File: config.mk
export PLATFORM = sky130hd
export DESIGN_NAME = pps_monitor
export DESIGN_NICKNAME = d
export VERILOG_FILES = /design/src/rtl/pps_monitor.sv
export SDC_FILE = /design/constraint.sdc
export NUM_CORES = 1
export LEC_CHECK = 0
export ABC_AREA = 1
export BUFFER_PORTS_ARGS = -buffer_cell sky130_fd_sc_hd__buf_4
export CAP_MARGIN = 20
export CORE_UTILIZATION = 62
export CTS_CLUSTER_DIAMETER = 60
export DETAILED_ROUTE_END_ITERATION = 10
export PLACE_DENSITY = 0.86
export SLEW_MARGIN = 10
export SYNTH_ARGS = -nofsm -noshare
export SYNTH_HDL_FRONTEND = slang
export SYNTH_SLANG_ARGS = --single-unit
File: constraint.sdc
create_clock -name axi_aclk -period 28.7 [get_ports axi_aclk]
set_input_delay 5.74 -clock axi_aclk [delete_from_list [all_inputs] [get_ports axi_aclk]]
set_output_delay 5.74 -clock axi_aclk [all_outputs]
set_load 0.05 [all_outputs]
File: src/rtl/pps_monitor.sv
// PPS receive monitor: synchronises pps_in, timestamps each rising edge on a
// free-running 64-bit counter, measures the edge interval and tracks lock.
module pps_monitor #(
    parameter int unsigned NOMINAL_PERIOD = 1000000,
    parameter int unsigned TOLERANCE      = 100,
    parameter int unsigned SYNC_STAGES    = 2
) (
    input  logic        axi_aclk,
    input  logic        axi_areset,
    input  logic        pps_in,
    input  logic        irq_ack,
    output logic        irq,
    output logic        overrun,
    output logic        locked,
    output logic [63:0] timestamp,
    output logic [31:0] period,
    output logic [31:0] seconds,
    output logic [15:0] missing_count
);

    localparam logic [31:0] P_NOM  = 32'(NOMINAL_PERIOD);
    localparam logic [31:0] P_LO   = 32'(NOMINAL_PERIOD - TOLERANCE);
    localparam logic [31:0] P_HI   = 32'(NOMINAL_PERIOD + TOLERANCE);
    localparam logic [31:0] P_LATE = 32'(NOMINAL_PERIOD + TOLERANCE + 1);
    localparam logic [31:0] P_DROP = 32'(4 * NOMINAL_PERIOD);

    typedef enum logic [1:0] {
        S_SEARCH,
        S_ACQUIRE,
        S_LOCKED,
        S_HOLDOVER
    } state_t;

    logic [SYNC_STAGES-1:0] r_sync;
    logic                   r_dly;
    logic [63:0]            r_cycle_count;
    logic [31:0]            r_interval;
    logic [63:0]            r_timestamp;
    logic [31:0]            r_period;
    state_t                 r_state;
    logic                   r_locked;
    logic [31:0]            r_seconds;
    logic [15:0]            r_missing;
    logic [31:0]            r_hold_cnt;
    logic                   r_irq;
    logic                   r_overrun;

    logic                   w_edge;
    logic                   w_in_tol;
    logic                   w_late;
    logic [15:0]            w_missing_inc;

    assign w_edge        = r_sync[SYNC_STAGES-1] & ~r_dly;
    assign w_in_tol      = (r_interval >= P_LO) && (r_interval <= P_HI);
    assign w_late        = (r_interval == P_LATE) && !w_edge;
    assign w_missing_inc = (r_missing == '1) ? r_missing : r_missing + 16'd1;

    always_ff @(posedge axi_aclk or posedge axi_areset) begin
        if (axi_areset) begin
            r_sync        <= '0;
            r_dly         <= 1'b0;
            r_cycle_count <= '0;
            r_interval    <= '0;
            r_timestamp   <= '0;
            r_period      <= '0;
        end else begin
            r_sync        <= {r_sync[SYNC_STAGES-2:0], pps_in};
            r_dly         <= r_sync[SYNC_STAGES-1];
            r_cycle_count <= r_cycle_count + 64'd1;
            if (w_edge) begin
                r_period    <= r_interval;
                r_interval  <= 32'd1;
                r_timestamp <= r_cycle_count;
            end else if (r_interval != '1) begin
                r_interval <= r_interval + 32'd1;
            end
        end
    end

    // r_hold_cnt counts cycles since the last missed-pulse decision in HOLDOVER,
    // so each further NOMINAL_PERIOD silent cycles adds one missing pulse.
    always_ff @(posedge axi_aclk or posedge axi_areset) begin
        if (axi_areset) begin
            r_state    <= S_SEARCH;
            r_locked   <= 1'b0;
            r_seconds  <= '0;
            r_missing  <= '0;
            r_hold_cnt <= '0;
        end else begin
            case (r_state)
                S_SEARCH: begin
                    if (w_edge) begin
                        r_state <= S_ACQUIRE;
                    end
                end
                S_ACQUIRE: begin
                    if (w_edge) begin
                        if (w_in_tol) begin
                            r_state   <= S_LOCKED;
                            r_locked  <= 1'b1;
                            r_seconds <= r_seconds + 32'd1;
                        end
                    end else if (w_late) begin
                        r_state <= S_SEARCH;
                    end
                end
                S_LOCKED: begin
                    if (w_edge) begin
                        if (w_in_tol) begin
                            r_seconds <= r_seconds + 32'd1;
                        end else begin
                            r_state  <= S_ACQUIRE;
                            r_locked <= 1'b0;
                        end
                    end else if (w_late) begin
                        r_state    <= S_HOLDOVER;
                        r_locked   <= 1'b0;
                        r_missing  <= w_missing_inc;
                        r_hold_cnt <= 32'd1;
                    end
                end
                S_HOLDOVER: begin
                    if (w_edge) begin
                        r_state <= S_ACQUIRE;
                    end else if (r_interval == P_DROP) begin
                        r_state <= S_SEARCH;
                    end else if (r_hold_cnt == P_NOM) begin
                        r_missing  <= w_missing_inc;
                        r_hold_cnt <= 32'd1;
                    end else begin
                        r_hold_cnt <= r_hold_cnt + 32'd1;
                    end
                end
                default: begin
                    r_state  <= S_SEARCH;
                    r_locked <= 1'b0;
                end
            endcase
        end
    end

    always_ff @(posedge axi_aclk or posedge axi_areset) begin
        if (axi_areset) begin
            r_irq     <= 1'b0;
            r_overrun <= 1'b0;
        end else begin
            if (w_edge) begin
                r_irq <= 1'b1;
            end else if (irq_ack) begin
                r_irq <= 1'b0;
            end
            if (w_edge && r_irq && !irq_ack) begin
                r_overrun <= 1'b1;
            end else if (irq_ack && !w_edge) begin
                r_overrun <= 1'b0;
            end
        end
    end

    assign irq           = r_irq;
    assign overrun       = r_overrun;
    assign locked        = r_locked;
    assign timestamp     = r_timestamp;
    assign period        = r_period;
    assign seconds       = r_seconds;
    assign missing_count = r_missing;

endmodule

==> results.cfg <==
[floorplan]
io_pins = 151
rows = 56
die_y_um = 156
die_area_um2 = 24400
design.core.area_um2 = 23400
initial_core_util_pct = 63.0
die_w_um = 156

[worst_setup_path]
start_kind = input port
critPathTopFamily = buffers and inverters
reg2reg_to = r_hold_cnt[19]
endpoint_kind = asynchronous set/reset pin
worstPathCellList = buf_4 > inv_8 > buf_16 > buf_4 > buf_4
critPathArrivalTime_ns = 7.71
path_common_cell = buf_4
slowest_delay_ns = 0.61
reg2regPathDepth = 7
r2r-start = r_state[0]
reg2reg_slack_ns = 25.17
cpMaxStageDelayCell = buf_4
crit_type = in -> async
worst-endpoint-required_ns = 29.33
crit_fanout = 96
path_buf_inv = 5

[grt]
grt_usage_pct = 33.5
antenna_found_initial = 0
grt_start_max_net_pins = 150
grt_pass1_vias = 12800
grt-ovfl-total = 0
grt_pass1_wl_mm = 65.3

[pwr]
pwr_density_cell_nw_per_um2 = 53.7
sequentialPowerShare_pct = 45.1
comb_power_share_pct = 11.7
net-switching-power_mw = 0.256
swShare_pct = 27.7
internal_power_mw = 0.669
peakVddDrop_mv = 0.0450
power.leakage_nw = 7.99
clockPowerShare_pct = 43.1

[yosys]
ys_types = 36
ys_ff_latch = 280
synth_edf_count = 0
synth-async-reset-ratio_pct = 100
synth_area_um2 = 14800
avgSynthCellArea_um2 = 7.75
synth_fp_nets = 1920
netlist_instances = 1904
yosysWarnings = 0
yosysSeqAreaShare_pct = 47.5
synthFlopType = dfrtp_1

[placed_design]
pre_cts_ws_ns = 20.38
gp_congestion = 1.00
dpl.hpwl_mm = 28.4
portBuffers = 150

[routing]
drt-initial-drc-count = 1222
wire_per_inst_um = 16.9
drtPass1Iterations = 5
vias_per_cell = 5.62
drt_wl_total_mm = 40.2
vias = 13400
drc = 0
ant_nets = 0

[cells_and_area]
layout_commonest_cell = nand2_1
area.sequential_um2 = 7010
area_delta_synth_final_pct = 16.8
multi_input_area_um2 = 6800
nFillCells = 1861
final_cell_mix = 555 x nand2_1, 280 x dfrtp_1, 216 x nor2_1
insertedDiodeCount = 0
nets = 2061
drive_gt1_share_pct = 11.2

[min_path]
hold_class = reg -> reg
holdPathEnd = r_sync[1]
hold_start = r_sync[0]
whs_path_depth = 0

[timing]
tns_ns = 0
period_share_pct = 24.7
tightest_slew_ns = 0.992
clock_skew_ns = 0.00921
setup_ws_ns = 21.61
hold_violations = 0
setup_violations = 0
period_minus_slack_ns = 7.09
fmax_ghz = 0.141
slew_violations = 0
rsz0062_at_grt = no
slew_headroom_pct = 33.8

[clocking]
clk_path_buf_depth = 3
cts-hold-fix-buffers = 0
post_cts_buffers = 0
clk_pin_slew_worst_paths_ns = 0.06
cts_buffers = 30
cts_htree_levels = 1
cts_resized = 0
cts_tree = yes
cts_root_buf = clkbuf_16
cts_sinks = 280
worstSkewPairLatency_ns = 0.56

[job]
maxCapViolations = 0

[outcome]
status = complete, no violations
[layout make-up]
| class | instances | share of cell area, % |
|---|---|---|
| clock inverter | 11 | 0.711 |
| tap | 319 | 2.32 |
| clock buffer | 42 | 5.26 |
| timing repair buffer | 159 | 7.27 |
| sequential | 280 | 40.7 |
| inverter | 196 | 4.33 |
| multi-input combinational | 1378 | 39.4 |
[logic make-up after synthesis]
logic type      Yosys count  share of synthesized area, %
simple gates           1060                          30.5
flops                   280                          47.5
buf+inv                 246                          6.50
compound gates          160                          5.84
xor+xnor                146                          8.67
fa+ha+maj                12                          1.02
[power by group through the flow]
stage | sequential, mW | combinational [mW] | clock, mW
detailed placement | 0.423 | 0.105 | 0
global route | 0.419 | 0.120 | 0.417
finish | 0.417 | 0.109 | 0.399
global placement | 0.423 | 0.102 | 0
floorplan | 0.440 | 0.0647 | 0
CTS | 0.417 | 0.106 | 0.403
[state kept, by name (all words and copies together) (netlist names)]
register and count:
irq 1, r_hold_cnt 32, timestamp 64, overrun 1, r_dly 1, r_sync 2
r_cycle_count 64, r_interval 32, missing_count 16, locked 1, period 32, r_state 2
seconds 32
[worst max path at each step]
stage                from                 to  slack (ns)  cells past startpoint
3_3_place_gp   axi_areset   r_cycle_count[7]       20.41                      4
3_5_place_dp   axi_areset       timestamp[7]       20.38                      4
5_1_grt        axi_areset  r_cycle_count[57]       21.22                      5
4_1_cts        axi_areset  r_cycle_count[57]       20.96                      4
2_1_floorplan  axi_areset                irq       15.24                      1
6_report       axi_areset  r_cycle_count[57]       21.61                      5
[through the flow]
step | power (mW) | area, um^2 | utilization (%) | hold slack [ns] | cells
2_1_floorplan | 0.504 | 14800 | - | 0.331 | 1904
3_3_place_gp | 0.525 | 16100 | 68.9 | 0.336 | 2328
3_5_place_dp | 0.529 | 16100 | 68.9 | 0.344 | 2329
4_1_cts | 0.926 | 17200 | 73.3 | 0.379 | 2382
5_1_grt | 0.956 | 17200 | 73.6 | 0.379 | 2385
6_report | 0.925 | 17200 | 73.6 | 0.377 | 2385
[synth_stat cells, types with 2 or more instances]
master / number / area [um^2]
a21oi_1: 7 / 35.0
buf_2: 9 / 45.0
buf_6: 3 / 33.8
clkbuf_1: 37 / 139
dfrtp_1: 280 / 7010
ha_1: 12 / 150
inv_1: 194 / 728
nand2_1: 555 / 2080
nand3_1: 91 / 455
nand3b_1: 3 / 22.5
nand4_1: 53 / 332
nor2_1: 218 / 818
nor2_2: 6 / 37.5
nor3_1: 91 / 455
nor3b_1: 2 / 15.0
nor4_1: 33 / 206
o21ai_0: 128 / 641
o21ai_1: 8 / 40.0
o21ai_2: 2 / 17.5
o31ai_1: 11 / 82.6
or2_2: 2 / 12.5
xnor2_1: 21 / 184
xor2_1: 125 / 1090
[routing by layer]
metal,up-vias,wire (um),track usage (%),share of wire (%)
met3,109,2540,3.90,6.3
met5,-,0,0,0
met2,527,19100,54.2,48
met4,0,1440,13.3,3.6
met1,6365,17100,46.2,42
li1,6400,-,-,-
[worst reg2reg max path: stages, from the launching register on]
cell      delay [ns]
dfrtp_1         0.46
ha_1            0.60
inv_1           0.55
nor2_1          0.39
o22ai_4         0.23
nand2_4         0.25
clkinv_2        0.53
o21ai_0         0.41
No activity file was read; power rests on OpenSTA's default activity.
